<file path="src/rtl/tetris_pkg.sv">
// Shared board geometry, tile types and writer state encoding.
// Latency: none (declarations only).
// Backpressure: none.
package tetris_pkg;

    localparam int BOARD_W = 10;
    localparam int BOARD_H = 20;

    typedef logic [6:0]  coord_t;
    typedef logic [15:0] color_t;

    typedef enum logic [2:0] {
        ST_IDLE,
        ST_INIT,
        ST_ERASE,
        ST_SHIFT_RD,
        ST_SHIFT_WR,
        ST_FILL,
        ST_DRAW,
        ST_DONE
    } writer_state_t;

endpackage

</file>
<file path="src/rtl/tile_board_writer_if.sv">
// Game-logic frame inputs plus the tile RAM read/write port and status strobes.
// Latency: none (wiring only).
// Backpressure: none; the writer signals activity through busy/frame_overrun.
interface tile_board_writer_if #(
    parameter int ADDR_W = 8
) ();
    import tetris_pkg::*;

    logic                  frame_clk;
    coord_t [3:0]          blockXPos;
    coord_t [3:0]          blockYPos;
    coord_t [3:0]          blockXPrev;
    coord_t [3:0]          blockYPrev;
    color_t                blockColor;
    logic                  Clear_row;
    logic [3:0]            Num_rows_to_clear;
    coord_t                Row_to_clear;
    logic [ADDR_W-1:0]     tile_raddr;
    color_t                tile_rdata;
    logic                  tile_we;
    logic [ADDR_W-1:0]     tile_waddr;
    color_t                tile_wdata;
    logic                  busy;
    logic                  frame_done;
    logic                  frame_overrun;

    // The board writer consumes frame inputs and owns the RAM port.
    modport slave (
        input  frame_clk, blockXPos, blockYPos, blockXPrev, blockYPrev,
        input  blockColor, Clear_row, Num_rows_to_clear, Row_to_clear, tile_rdata,
        output tile_raddr, tile_we, tile_waddr, tile_wdata, busy, frame_done, frame_overrun
    );

    // The game/RAM side drives frame inputs and returns read data.
    modport master (
        output frame_clk, blockXPos, blockYPos, blockXPrev, blockYPrev,
        output blockColor, Clear_row, Num_rows_to_clear, Row_to_clear, tile_rdata,
        input  tile_raddr, tile_we, tile_waddr, tile_wdata, busy, frame_done, frame_overrun
    );

endinterface

</file>
<file path="src/rtl/tile_board_writer_addr_calc.sv">
// Tile coordinate to linear RAM address, with on-board range flag.
// Latency: combinational.
// Backpressure: none.
module tile_addr_calc
    import tetris_pkg::*;
#(
    parameter int ADDR_W = 8
) (
    input  coord_t            x,
    input  coord_t            y,
    output logic [ADDR_W-1:0] addr,
    output logic              in_range
);

    logic [ADDR_W-1:0] xw;
    logic [ADDR_W-1:0] yw;

    assign xw = ADDR_W'(x);
    assign yw = ADDR_W'(y);

    // y*10 as two shifts and an add keeps this a pure adder tree.
    assign addr     = (yw << 3) + (yw << 1) + xw;
    assign in_range = (x < 7'(BOARD_W)) && (y < 7'(BOARD_H));

endmodule

</file>
<file path="src/rtl/tile_board_writer.sv">
// Applies one frame of piece erase / row shift / fill / draw writes to tile RAM; CLEAR_SCREEN_ON_RESET_EN adds a post-reset screen wipe.
// Latency: 10 cycles edge-to-done for a move frame, 1+20*(R-N+1)+10*N+5 for a clear frame.
// Backpressure: none; a frame edge arriving while busy is dropped and flagged on frame_overrun.
module tile_board_writer
    import tetris_pkg::*;
#(
    parameter int          ADDR_W   = 8,
    parameter logic [15:0] BG_COLOR = 16'h0000
) (
    input  logic               Clk,
    input  logic               Reset,
    tile_board_writer_if.slave bus
);

`ifdef CLEAR_SCREEN_ON_RESET_EN
    localparam writer_state_t RESET_STATE = ST_INIT;
    logic [ADDR_W-1:0] init_addr, init_nxt;
`else
    localparam writer_state_t RESET_STATE = ST_IDLE;
`endif

    writer_state_t     state, state_nxt, after_erase;
    coord_t [3:0]      pos_x, pos_y, prev_x, prev_y;
    color_t            color_q;
    logic              clear_q;
    logic [3:0]        nrows_q;
    coord_t            rrow_q;
    logic              frame_q, frame_rise, overrun_q;
    logic [1:0]        slot, slot_nxt;
    logic [3:0]        col, col_nxt;
    coord_t            row, row_nxt, first_row;
    logic              sel_clear, shift_go;
    logic [3:0]        sel_n;
    coord_t            sel_r;
    coord_t            calc_x, calc_y;
    logic [ADDR_W-1:0] calc_addr, raddr_q, raddr_out, waddr;
    logic              calc_ok, we, rd, done;
    color_t            wdata;

    tile_addr_calc #(.ADDR_W(ADDR_W)) u_addr (
        .x(calc_x), .y(calc_y), .addr(calc_addr), .in_range(calc_ok)
    );

    assign frame_rise = bus.frame_clk & ~frame_q;

    // In IDLE the snapshot is being loaded this cycle, so decide the path from the live inputs.
    assign sel_clear   = (state == ST_IDLE) ? bus.Clear_row         : clear_q;
    assign sel_n       = (state == ST_IDLE) ? bus.Num_rows_to_clear : nrows_q;
    assign sel_r       = (state == ST_IDLE) ? bus.Row_to_clear      : rrow_q;
    assign shift_go    = sel_clear && (sel_n != 4'd0) && (sel_n <= 4'd4) && (sel_r < 7'(BOARD_H));
    assign after_erase = !shift_go ? ST_DRAW : (sel_r >= {3'b0, sel_n}) ? ST_SHIFT_RD : ST_FILL;
    assign first_row   = (after_erase == ST_SHIFT_RD) ? sel_r : ({3'b0, sel_n} - 7'd1);

    // State and sequencing counters.
    always_ff @(posedge Clk) begin
        if (Reset) begin
            state <= RESET_STATE;
            slot  <= 2'd0;
            col   <= 4'd0;
            row   <= 7'd0;
        end else begin
            state <= state_nxt;
            slot  <= slot_nxt;
            col   <= col_nxt;
            row   <= row_nxt;
        end
    end

`ifdef CLEAR_SCREEN_ON_RESET_EN
    // Wipe address counter, restarted by every reset.
    always_ff @(posedge Clk) begin
        if (Reset) init_addr <= '0;
        else       init_addr <= init_nxt;
    end
`endif

    // Frame inputs are captured once, on an accepted edge, and held for the whole sequence.
    always_ff @(posedge Clk) begin
        if (Reset) begin
            pos_x <= '0; pos_y <= '0; prev_x <= '0; prev_y <= '0;
            color_q <= '0; clear_q <= 1'b0; nrows_q <= '0; rrow_q <= '0;
        end else if (frame_rise && state == ST_IDLE) begin
            pos_x   <= bus.blockXPos;  pos_y  <= bus.blockYPos;
            prev_x  <= bus.blockXPrev; prev_y <= bus.blockYPrev;
            color_q <= bus.blockColor; clear_q <= bus.Clear_row;
            nrows_q <= bus.Num_rows_to_clear; rrow_q <= bus.Row_to_clear;
        end
    end

    // Edge detector is primed during reset so a high frame_clk is not seen as a new edge.
    always_ff @(posedge Clk) begin
        frame_q <= bus.frame_clk;
        if (Reset) begin
            overrun_q <= 1'b0;
            raddr_q   <= '0;
        end else begin
            overrun_q <= frame_rise && (state != ST_IDLE);
            raddr_q   <= raddr_out;
        end
    end

    // Next state, counters and RAM port for the current phase.
    always_comb begin
        state_nxt = state;
        slot_nxt  = slot;
        col_nxt   = col;
        row_nxt   = row;
        calc_x    = '0;
        calc_y    = '0;
        we        = 1'b0;
        rd        = 1'b0;
        done      = 1'b0;
        waddr     = calc_addr;
        wdata     = '0;
`ifdef CLEAR_SCREEN_ON_RESET_EN
        init_nxt  = init_addr;
`endif
        case (state)
            ST_IDLE: begin
                waddr = '0;
                if (frame_rise) begin
                    // Lock frames carry stale previous positions, so they skip ERASE.
                    state_nxt = sel_clear ? after_erase : ST_ERASE;
                    row_nxt   = first_row;
                    col_nxt   = 4'd0;
                end
            end
`ifdef CLEAR_SCREEN_ON_RESET_EN
            ST_INIT: begin
                we       = 1'b1;
                waddr    = init_addr;
                wdata    = BG_COLOR;
                init_nxt = init_addr + 1'b1;
                if (init_addr == ADDR_W'(BOARD_W * BOARD_H - 1)) state_nxt = ST_IDLE;
            end
`endif
            ST_ERASE: begin
                calc_x   = prev_x[slot];
                calc_y   = prev_y[slot];
                we       = calc_ok;
                wdata    = BG_COLOR;
                slot_nxt = slot + 2'd1;
                if (slot == 2'd3) begin
                    state_nxt = after_erase;
                    row_nxt   = first_row;
                    col_nxt   = 4'd0;
                end
            end
            ST_SHIFT_RD: begin
                calc_x    = {3'b0, col};
                calc_y    = row - {3'b0, nrows_q};
                rd        = 1'b1;
                waddr     = '0;
                state_nxt = ST_SHIFT_WR;
            end
            ST_SHIFT_WR: begin
                calc_x    = {3'b0, col};
                calc_y    = row;
                we        = 1'b1;
                wdata     = bus.tile_rdata;
                state_nxt = ST_SHIFT_RD;
                col_nxt   = col + 4'd1;
                if (col == 4'(BOARD_W - 1)) begin
                    col_nxt = 4'd0;
                    if (row == {3'b0, nrows_q}) begin
                        state_nxt = ST_FILL;
                        row_nxt   = {3'b0, nrows_q} - 7'd1;
                    end else begin
                        row_nxt   = row - 7'd1;
                    end
                end
            end
            ST_FILL: begin
                calc_x  = {3'b0, col};
                calc_y  = row;
                we      = 1'b1;
                wdata   = BG_COLOR;
                col_nxt = col + 4'd1;
                if (col == 4'(BOARD_W - 1)) begin
                    col_nxt = 4'd0;
                    if (row == 7'd0) state_nxt = ST_DRAW;
                    else             row_nxt   = row - 7'd1;
                end
            end
            ST_DRAW: begin
                calc_x   = pos_x[slot];
                calc_y   = pos_y[slot];
                we       = calc_ok;
                wdata    = color_q;
                slot_nxt = slot + 2'd1;
                if (slot == 2'd3) state_nxt = ST_DONE;
            end
            ST_DONE: begin
                waddr     = '0;
                done      = 1'b1;
                state_nxt = ST_IDLE;
            end
            default: begin
                waddr     = '0;
                state_nxt = ST_IDLE;
            end
        endcase
    end

    // Reset silences the RAM port in the very cycle it is asserted.
    assign raddr_out         = (rd && !Reset) ? calc_addr : raddr_q;
    assign bus.tile_raddr    = raddr_out;
    assign bus.tile_we       = we & ~Reset;
    assign bus.tile_waddr    = waddr;
    assign bus.tile_wdata    = wdata;
    assign bus.busy          = (state != ST_IDLE) & ~Reset;
    assign bus.frame_done    = done & ~Reset;
    assign bus.frame_overrun = overrun_q;

endmodule

</file>
<file path="src/flat_wrapper.sv">
// flat-port wrapper written by rule: the top's interface ports become plain ports
module tile_board_writer_flat import tetris_pkg::*;
#(
    parameter int          ADDR_W   = 8,
    parameter logic [15:0] BG_COLOR = 16'h0000
)
  (Clk, Reset, bus_frame_clk, bus_blockXPos, bus_blockYPos, bus_blockXPrev, bus_blockYPrev, bus_blockColor, bus_Clear_row, bus_Num_rows_to_clear, bus_Row_to_clear, bus_tile_rdata, bus_tile_raddr, bus_tile_we, bus_tile_waddr, bus_tile_wdata, bus_busy, bus_frame_done, bus_frame_overrun);
  tile_board_writer_if #(.ADDR_W(ADDR_W)) bus_i ();
  input  logic Clk;
  input  logic Reset;
  input wire logic [$bits(bus_i.frame_clk)-1:0] bus_frame_clk;
  input wire logic [$bits(bus_i.blockXPos)-1:0] bus_blockXPos;
  input wire logic [$bits(bus_i.blockYPos)-1:0] bus_blockYPos;
  input wire logic [$bits(bus_i.blockXPrev)-1:0] bus_blockXPrev;
  input wire logic [$bits(bus_i.blockYPrev)-1:0] bus_blockYPrev;
  input wire logic [$bits(bus_i.blockColor)-1:0] bus_blockColor;
  input wire logic [$bits(bus_i.Clear_row)-1:0] bus_Clear_row;
  input wire logic [$bits(bus_i.Num_rows_to_clear)-1:0] bus_Num_rows_to_clear;
  input wire logic [$bits(bus_i.Row_to_clear)-1:0] bus_Row_to_clear;
  input wire logic [$bits(bus_i.tile_rdata)-1:0] bus_tile_rdata;
  output wire logic [$bits(bus_i.tile_raddr)-1:0] bus_tile_raddr;
  output wire logic [$bits(bus_i.tile_we)-1:0] bus_tile_we;
  output wire logic [$bits(bus_i.tile_waddr)-1:0] bus_tile_waddr;
  output wire logic [$bits(bus_i.tile_wdata)-1:0] bus_tile_wdata;
  output wire logic [$bits(bus_i.busy)-1:0] bus_busy;
  output wire logic [$bits(bus_i.frame_done)-1:0] bus_frame_done;
  output wire logic [$bits(bus_i.frame_overrun)-1:0] bus_frame_overrun;
  assign bus_i.frame_clk = bus_frame_clk;
  assign bus_i.blockXPos = bus_blockXPos;
  assign bus_i.blockYPos = bus_blockYPos;
  assign bus_i.blockXPrev = bus_blockXPrev;
  assign bus_i.blockYPrev = bus_blockYPrev;
  assign bus_i.blockColor = bus_blockColor;
  assign bus_i.Clear_row = bus_Clear_row;
  assign bus_i.Num_rows_to_clear = bus_Num_rows_to_clear;
  assign bus_i.Row_to_clear = bus_Row_to_clear;
  assign bus_i.tile_rdata = bus_tile_rdata;
  assign bus_tile_raddr = bus_i.tile_raddr;
  assign bus_tile_we = bus_i.tile_we;
  assign bus_tile_waddr = bus_i.tile_waddr;
  assign bus_tile_wdata = bus_i.tile_wdata;
  assign bus_busy = bus_i.busy;
  assign bus_frame_done = bus_i.frame_done;
  assign bus_frame_overrun = bus_i.frame_overrun;
  tile_board_writer #(.ADDR_W(ADDR_W), .BG_COLOR(BG_COLOR)) u_core (.Clk(Clk), .Reset(Reset), .bus(bus_i));
endmodule
</file>
<file path="config.mk">
export PLATFORM = sky130hd
export DESIGN_NAME = tile_board_writer_flat
export DESIGN_NICKNAME = d
export VERILOG_FILES = /design/src/rtl/tetris_pkg.sv /design/src/rtl/tile_board_writer_if.sv /design/src/rtl/tile_board_writer_addr_calc.sv /design/src/rtl/tile_board_writer.sv /design/src/flat_wrapper.sv
export SDC_FILE = /design/constraint.sdc
export NUM_CORES = 1
export LEC_CHECK = 0
export ABC_AREA = 1
export CAP_MARGIN = 15
export CORE_MARGIN = 5
export CORE_UTILIZATION = 51
export CTS_CLUSTER_SIZE = 30
export DETAILED_ROUTE_END_ITERATION = 16
export GPL_ROUTABILITY_DRIVEN = 0
export MAX_ROUTING_LAYER = met4
export PLACE_DENSITY = 0.81
export SYNTH_ARGS = -nofsm -noshare
export SYNTH_HDL_FRONTEND = slang
export SYNTH_SLANG_ARGS = --single-unit
export TNS_END_PERCENT = 1
</file>
<file path="constraint.sdc">
create_clock -name Clk -period 4.4 [get_ports Clk]
set_input_delay 1.1 -clock Clk [delete_from_list [all_inputs] [get_ports Clk]]
set_output_delay 1.1 -clock Clk [all_outputs]
set_load 0.005 [all_outputs]
</file>
Yosys cells after proc, flatten, opt, wreduce, memory -nomap -nowiden

Index checks and enable logic that the tools add are counted.

Register bits after elaboration: 166
Latch bits: 0
RAM bits: 0
ROM bits: 0
Bits of input ports: 159
Output and inout bits: 36
Word-level logic and storage cells: 127
Memories kept: 0

Add/subtract/negate cells: 8
$mul: 0
Divide/modulo/power cells: 0
Order comparisons: 6
Eq/ne operators: 17
Shift operators: 0
Multiplexer cells: 42
Bitwise gates (word level): 6
Reductions and logical operators: 21

Operator list:

| operator            | count |
|---|---|
| $mux 7              | 12 |
| $bmux 7 s2          | 4 |
| $pmux 7 s4          | 2 |
| $pmux 16 s2         | 1 |
| $mux 3              | 10 |
| $pmux 7 s3          | 1 |
| $pmux 3 s6          | 1 |
| $mux 4              | 4 |
| $mux 8              | 2 |
| $lt 7x5->1 const B  | 2 |
| $eq 3x3->1 const B  | 4 |
| $ne 2x1->1 const B  | 6 |
| $pmux 4 s3          | 1 |
| $sub 4x1->5 const B | 2 |
| $eq 3x2->1 const B  | 3 |
| $add 8x7->8         | 1 |
| $add 8x8->8         | 1 |
| $reduce_bool 4->1   | 2 |
| $eq 7x4->1          | 1 |
| $ge 7x4->1          | 1 |
| $logic_and 1x1->1   | 7 |
| $logic_not 7->1     | 1 |
| $lt 7x4->1 const B  | 1 |
| $sub 7x1->7 const B | 1 |
| other kinds (21)    | 29 |

Logic depth before layout (Yosys ltp)

Word-level depth: 11
Depth in mapped cells: 25
Mapped depth without buffers: 25

Cells and area by module

Synthesis repeated with hierarchy kept, for this count alone.

Cell total of the unflattened synthesis: 1,280
Area, all modules: 8,639.5 µm²

Modules (own cells, without submodules):

| module            | instances | cells an instance | area each (µm²) | seq. area each (µm²) |
|---|---|---|---|---|
| tile_board_writer | 1         | 1,219             | 8,229.1         | 3,323.2 |
| tile_addr_calc    | 1         | 61                | 410.4           | 0.0 |

Least setup slack after synthesis

OpenSTA, ideal clock, no wires.

Path type: reg-to-output
From: register u_core.row[0]
To: output bus_tile_raddr[7]
Arrival: 3,076 ps
Required time: 3,300 ps
Setup slack: 224 ps
Cell stages (with the launch flop): 22
Buffers on the path: 0
Path through: dfxtp_1 -> inv_1 -> ha_1 -> fa_1 -> inv_1 -> nand3_1 -> nand4_1 -> nand2_1 -> nor2_1 -> inv_1 -> fa_1 -> ha_1 -> nand2_1 -> inv_1 -> nand3_1 -> nand3_1 -> nand3_1 -> nand2_1 -> nand2_1 -> nand3_1 -> nand2_1 -> inv_1

Word-level cells in the longest chain between the ends: 5

Ends and longest elaborated chain:

| element                | line                              | source |
|---|---|---|
| start, declared        | tile_board_writer.sv:31           | `coord_t row, row_nxt, first_row;` |
| start signal, assigned | tile_board_writer.sv:65           | `row <= row_nxt;` |
| $sub 7x4->7            | tile_board_writer.sv:151          | `calc_y = row - {3'b0, nrows_q};` |
| $pmux 7 s4 *           | tile_board_writer.sv:118          | `case (state)` |
| $add 8x8->8 *          | tile_board_writer_addr_calc.sv:22 | `assign addr = (yw << 3) + (yw << 1) + xw;` |
| $add 8x7->8 *          | tile_board_writer_addr_calc.sv:22 |  |
| $mux 8 *               | tile_board_writer.sv:206          | `assign raddr_out = (rd && !Reset) ? calc_addr : raddr_q;` |
| end, declared          | flat_wrapper.sv:21                | `output wire logic [$bits(bus_i.tile_raddr)-1:0] bus_tile_raddr;` |

Every way passes the cells marked *; elsewhere a longest branch is shown, timed or not.

Worst setup path after layout

From: register u_core.nrows_q[2]
To: output bus_tile_raddr[7]

Word-level cells in the longest chain between the ends: 5

Ends and longest elaborated chain:

| element                | line                              | source |
|---|---|---|
| start, declared        | tile_board_writer.sv:26           | `logic [3:0] nrows_q;` |
| start signal, assigned | tile_board_writer.sv:86           | `nrows_q <= bus.Num_rows_to_clear; rrow_q <= bus.Row_to_clear;` |
| $sub 7x4->7            | tile_board_writer.sv:151          |  |
| $pmux 7 s4             | tile_board_writer.sv:118          |  |
| $add 8x8->8            | tile_board_writer_addr_calc.sv:22 |  |
| $add 8x7->8            | tile_board_writer_addr_calc.sv:22 |  |
| $mux 8                 | tile_board_writer.sv:206          |  |

No other way between the ends.

==> impl_metrics.json <==
{
  "holdWs_ns": 0.453,
  "synthFlopType": "dfxtp_1",
  "synth_top_area_share": 0.380,
  "syn_avg_cell_area_um2": 6.73,
  "dp.cells": 1713,
  "drt_iter0_markers": 1295,
  "grt_pass1_wl_um": 49500,
  "violations": "negative setup slack",
  "grt-ovfl-total": 0,
  "rsz0062_at_grt": "yes",
  "core_um2": 17100,
  "syn_to_final_growth_pct": 43.4,
  "ys_types": 47,
  "top_usage_layer": "met2",
  "synth-seq-cells": 166,
  "syn_inst": 1300,
  "cts_buffers": 17,
  "fillers": 1250,
  "post-route-min-period_ns": 5.02,
  "hold_class": "reg -> reg",
  "final_layout_size_suffix_gt1_frac": 0.170,
  "met1_usage": 0.383,
  "use_met2": 0.492,
  "antenna_left": 0,
  "ctsHoldBuffers": 0,
  "required_ns": 3.30,
  "finalCritPeriodShare": 1.14,
  "yosys-top-cells-area": "dfxtp_1 38%, nor2_1 12%, o21ai_0 11%",
  "worstHoldEndpoint": "u_core.prev_x[4]",
  "status": "finished with violations",
  "synth_nets": 1486,
  "dieArea_um2": 19900,
  "grt_max_degree": 105,
  "endpoint_kind": "output port",
  "htree_levels": 4,
  "ios": 195,
  "critical_path_buf_inv_count": 7,
  "grt_use_met3": 0.0838,
  "reg2reg_depth": 36,
  "slew_headroom": 0.401,
  "synth_top_area_cell": "dfxtp_1",
  "reg2reg_from": "u_core.nrows_q[2]",
  "critPathKind": "reg -> out",
  "setup_viol": 22,
  "path_delay_family": "simple AND/OR/NAND/NOR gates",
  "regToRegSetupSlack_ns": -0.56,
  "wirelength_um": 32700,
  "clock-skew-final_ns": 0.0122,
  "syn-cell-area_um2": 8750,
  "crit_arrival_ns": 3.92,
  "cts_root_buf": "clkbuf_16",
  "cts_tree": "done",
  "ys_seq_area_frac": 0.380,
  "slew_violations": 0,
  "critPathMaxFanout": 6,
  "place_ws_ns": -0.437,
  "rows": 48,
  "startpoint_type": "flop",
  "die_x_um": 141,
  "whs_path_depth": 2,
  "p_per_area_nw_per_um2": 643,
  "clock-sinks": 166,
  "port_buffers": 194,
  "clkLatencyLatePin_ns": 0.44,
  "avgRoutedWirePerCell_um": 18.1,
  "final_common_cell": "nor2_1",
  "drc": 0,
  "ir_drop_uv": 417,
  "die_height_um": 141,
  "cts_max_path_buffers": 2,
  "worstHoldStart": "u_core.prev_x[4]",
  "finalHoldViolations": 0,
  "nNetsFinal": 1749,
  "final_cells": 1801,
  "final_util": 0.736,
  "vias_per_cell": 5.70,
  "dr_total_vias": 10300,
  "cp_slowest_stage_delay_ns": 0.53,
  "yosysWarnings": 0,
  "fmax_ghz": 0.199,
  "dp_hpwl_um": 19800,
  "synth-edff-count": 0,
  "p_leak_uw": 0.00561,
  "antenna_found_initial": 0,
  "worstMarginPinSlew_ns": 0.899,
  "startpoint": "u_core.nrows_q[2]",
  "clk_pin_slew_worst_paths_ns": 0.07,
  "maxCapViolCount": 0,
  "grt_pass1_vias": 9797,
  "initial_core_util": 0.513,
  "grt_use_total": 0.317,
  "final_cell_mix": "270 x nor2_1, 184 x clkdlybuf4s50_1, 183 x o21ai_0",
  "layout_setup_ws_ns": -0.621,
  "worst_path_max_delay_cell": "fa_1",
  "postSynth.asyncResetShare": 0,
  "rr_endpoint": "u_core.raddr_q[7]",
  "diodes": 0,
  "first_pass_iters": 6
}
==> layout make-up <==
| cell class | count | area [µm²] | area share |
|---|---|---|---|
| clock buffers | 19 | 453 | 0.0361 |
| clock inverters | 13 | 111 | 0.00887 |
| inverters | 124 | 477 | 0.0380 |
| multi-input cells | 933 | 4900 | 0.391 |
| flip-flops and latches | 166 | 3330 | 0.266 |
| well taps | 225 | 282 | 0.0224 |
| repair buffers | 321 | 2990 | 0.238 |
==> synthesized netlist by cell type, types with 3 or more instances <==
cell,number
a21oi_1,79
a21oi_2,4
a22o_1,16
a31oi_1,3
buf_1,3
buf_2,41
clkbuf_1,31
dfxtp_1,166
fa_1,6
ha_1,21
inv_1,120
inv_2,4
nand2_1,192
nand2_2,8
nand3_1,65
nand3b_1,3
nand4_1,11
nor2_1,279
nor3_1,7
o211ai_1,3
o21ai_0,191
o22ai_1,5
or2_2,5
xnor2_1,6
xor2_1,5
==> metrics by stage <==
stage	power (µW)	setup TNS, ns	cell area (µm²)
3_3_place_gp	5660	-1.99	11200
5_1_grt	8540	-8.89	12600
6_report	8080	-7.49	12600
4_1_cts	7570	-1.84	12400
3_5_place_dp	5730	-2.92	11200
2_1_floorplan	4390	0	8750
==> registers in the layout (all words and copies together), names as in the netlist <==
register                  count
u_core.bus.frame_overrun      1
u_core.prev_y                28
u_core.color_q               16
u_core.state                  3
u_core.pos_y                 28
u_core.nrows_q                4
u_core.pos_x                 28
u_core.frame_q                1
u_core.rrow_q                 7
u_core.row                    7
u_core.col                    4
u_core.slot                   2
u_core.raddr_q                8
u_core.prev_x                28
u_core.clear_q                1
==> power by group <==
group | internal (µW) | switching [µW]
Clock | 771 | 669
Combinational | 1890 | 2730
Sequential | 1820 | 187
==> timing repair <==
action / CTS / global route
setup buffers: 50 / 7
setup endpoints to repair: 11 / 24
pin swaps: 39 / 19
gates cloned: 0 / 0
endpoints found under the hold margin: 0 / 0
gates resized for setup: 100 / 32
==> cells by family after synthesis <==
| group | share of synthesized area |
|---|---|
| simple gates | 0.276 |
| compound gates | 0.197 |
| buf+inv | 0.0934 |
| flops | 0.380 |
| fa+ha+maj | 0.0437 |
| xor+xnor | 0.0110 |
==> layer usage <==
metal | part of all wire | up-vias
met5 | 0 | -
met4 | 0.066 | 0
met3 | 0.11 | 203
met2 | 0.44 | 713
met1 | 0.38 | 4621
li1 | - | 4735
==> tightest hold or removal path, delay by kind of cell, from the launching register on <==
family                 cells  cell delay, ns
AOI/OAI and AO/OA          1            0.05
buffers and inverters      1            0.06
DFF                        1            0.30
==> worst max path at each step <==
stage	end	slack, ns	cells past startpoint
6_report	bus_tile_raddr[7]	-0.62	25
5_1_grt	bus_tile_raddr[7]	-0.69	23
4_1_cts	bus_tile_raddr[7]	-0.24	23
3_5_place_dp	bus_tile_raddr[6]	-0.44	18
3_3_place_gp	bus_tile_raddr[7]	-0.31	23
2_1_floorplan	bus_tile_raddr[7]	0.22	21
Power figures use the tool's default switching activity.
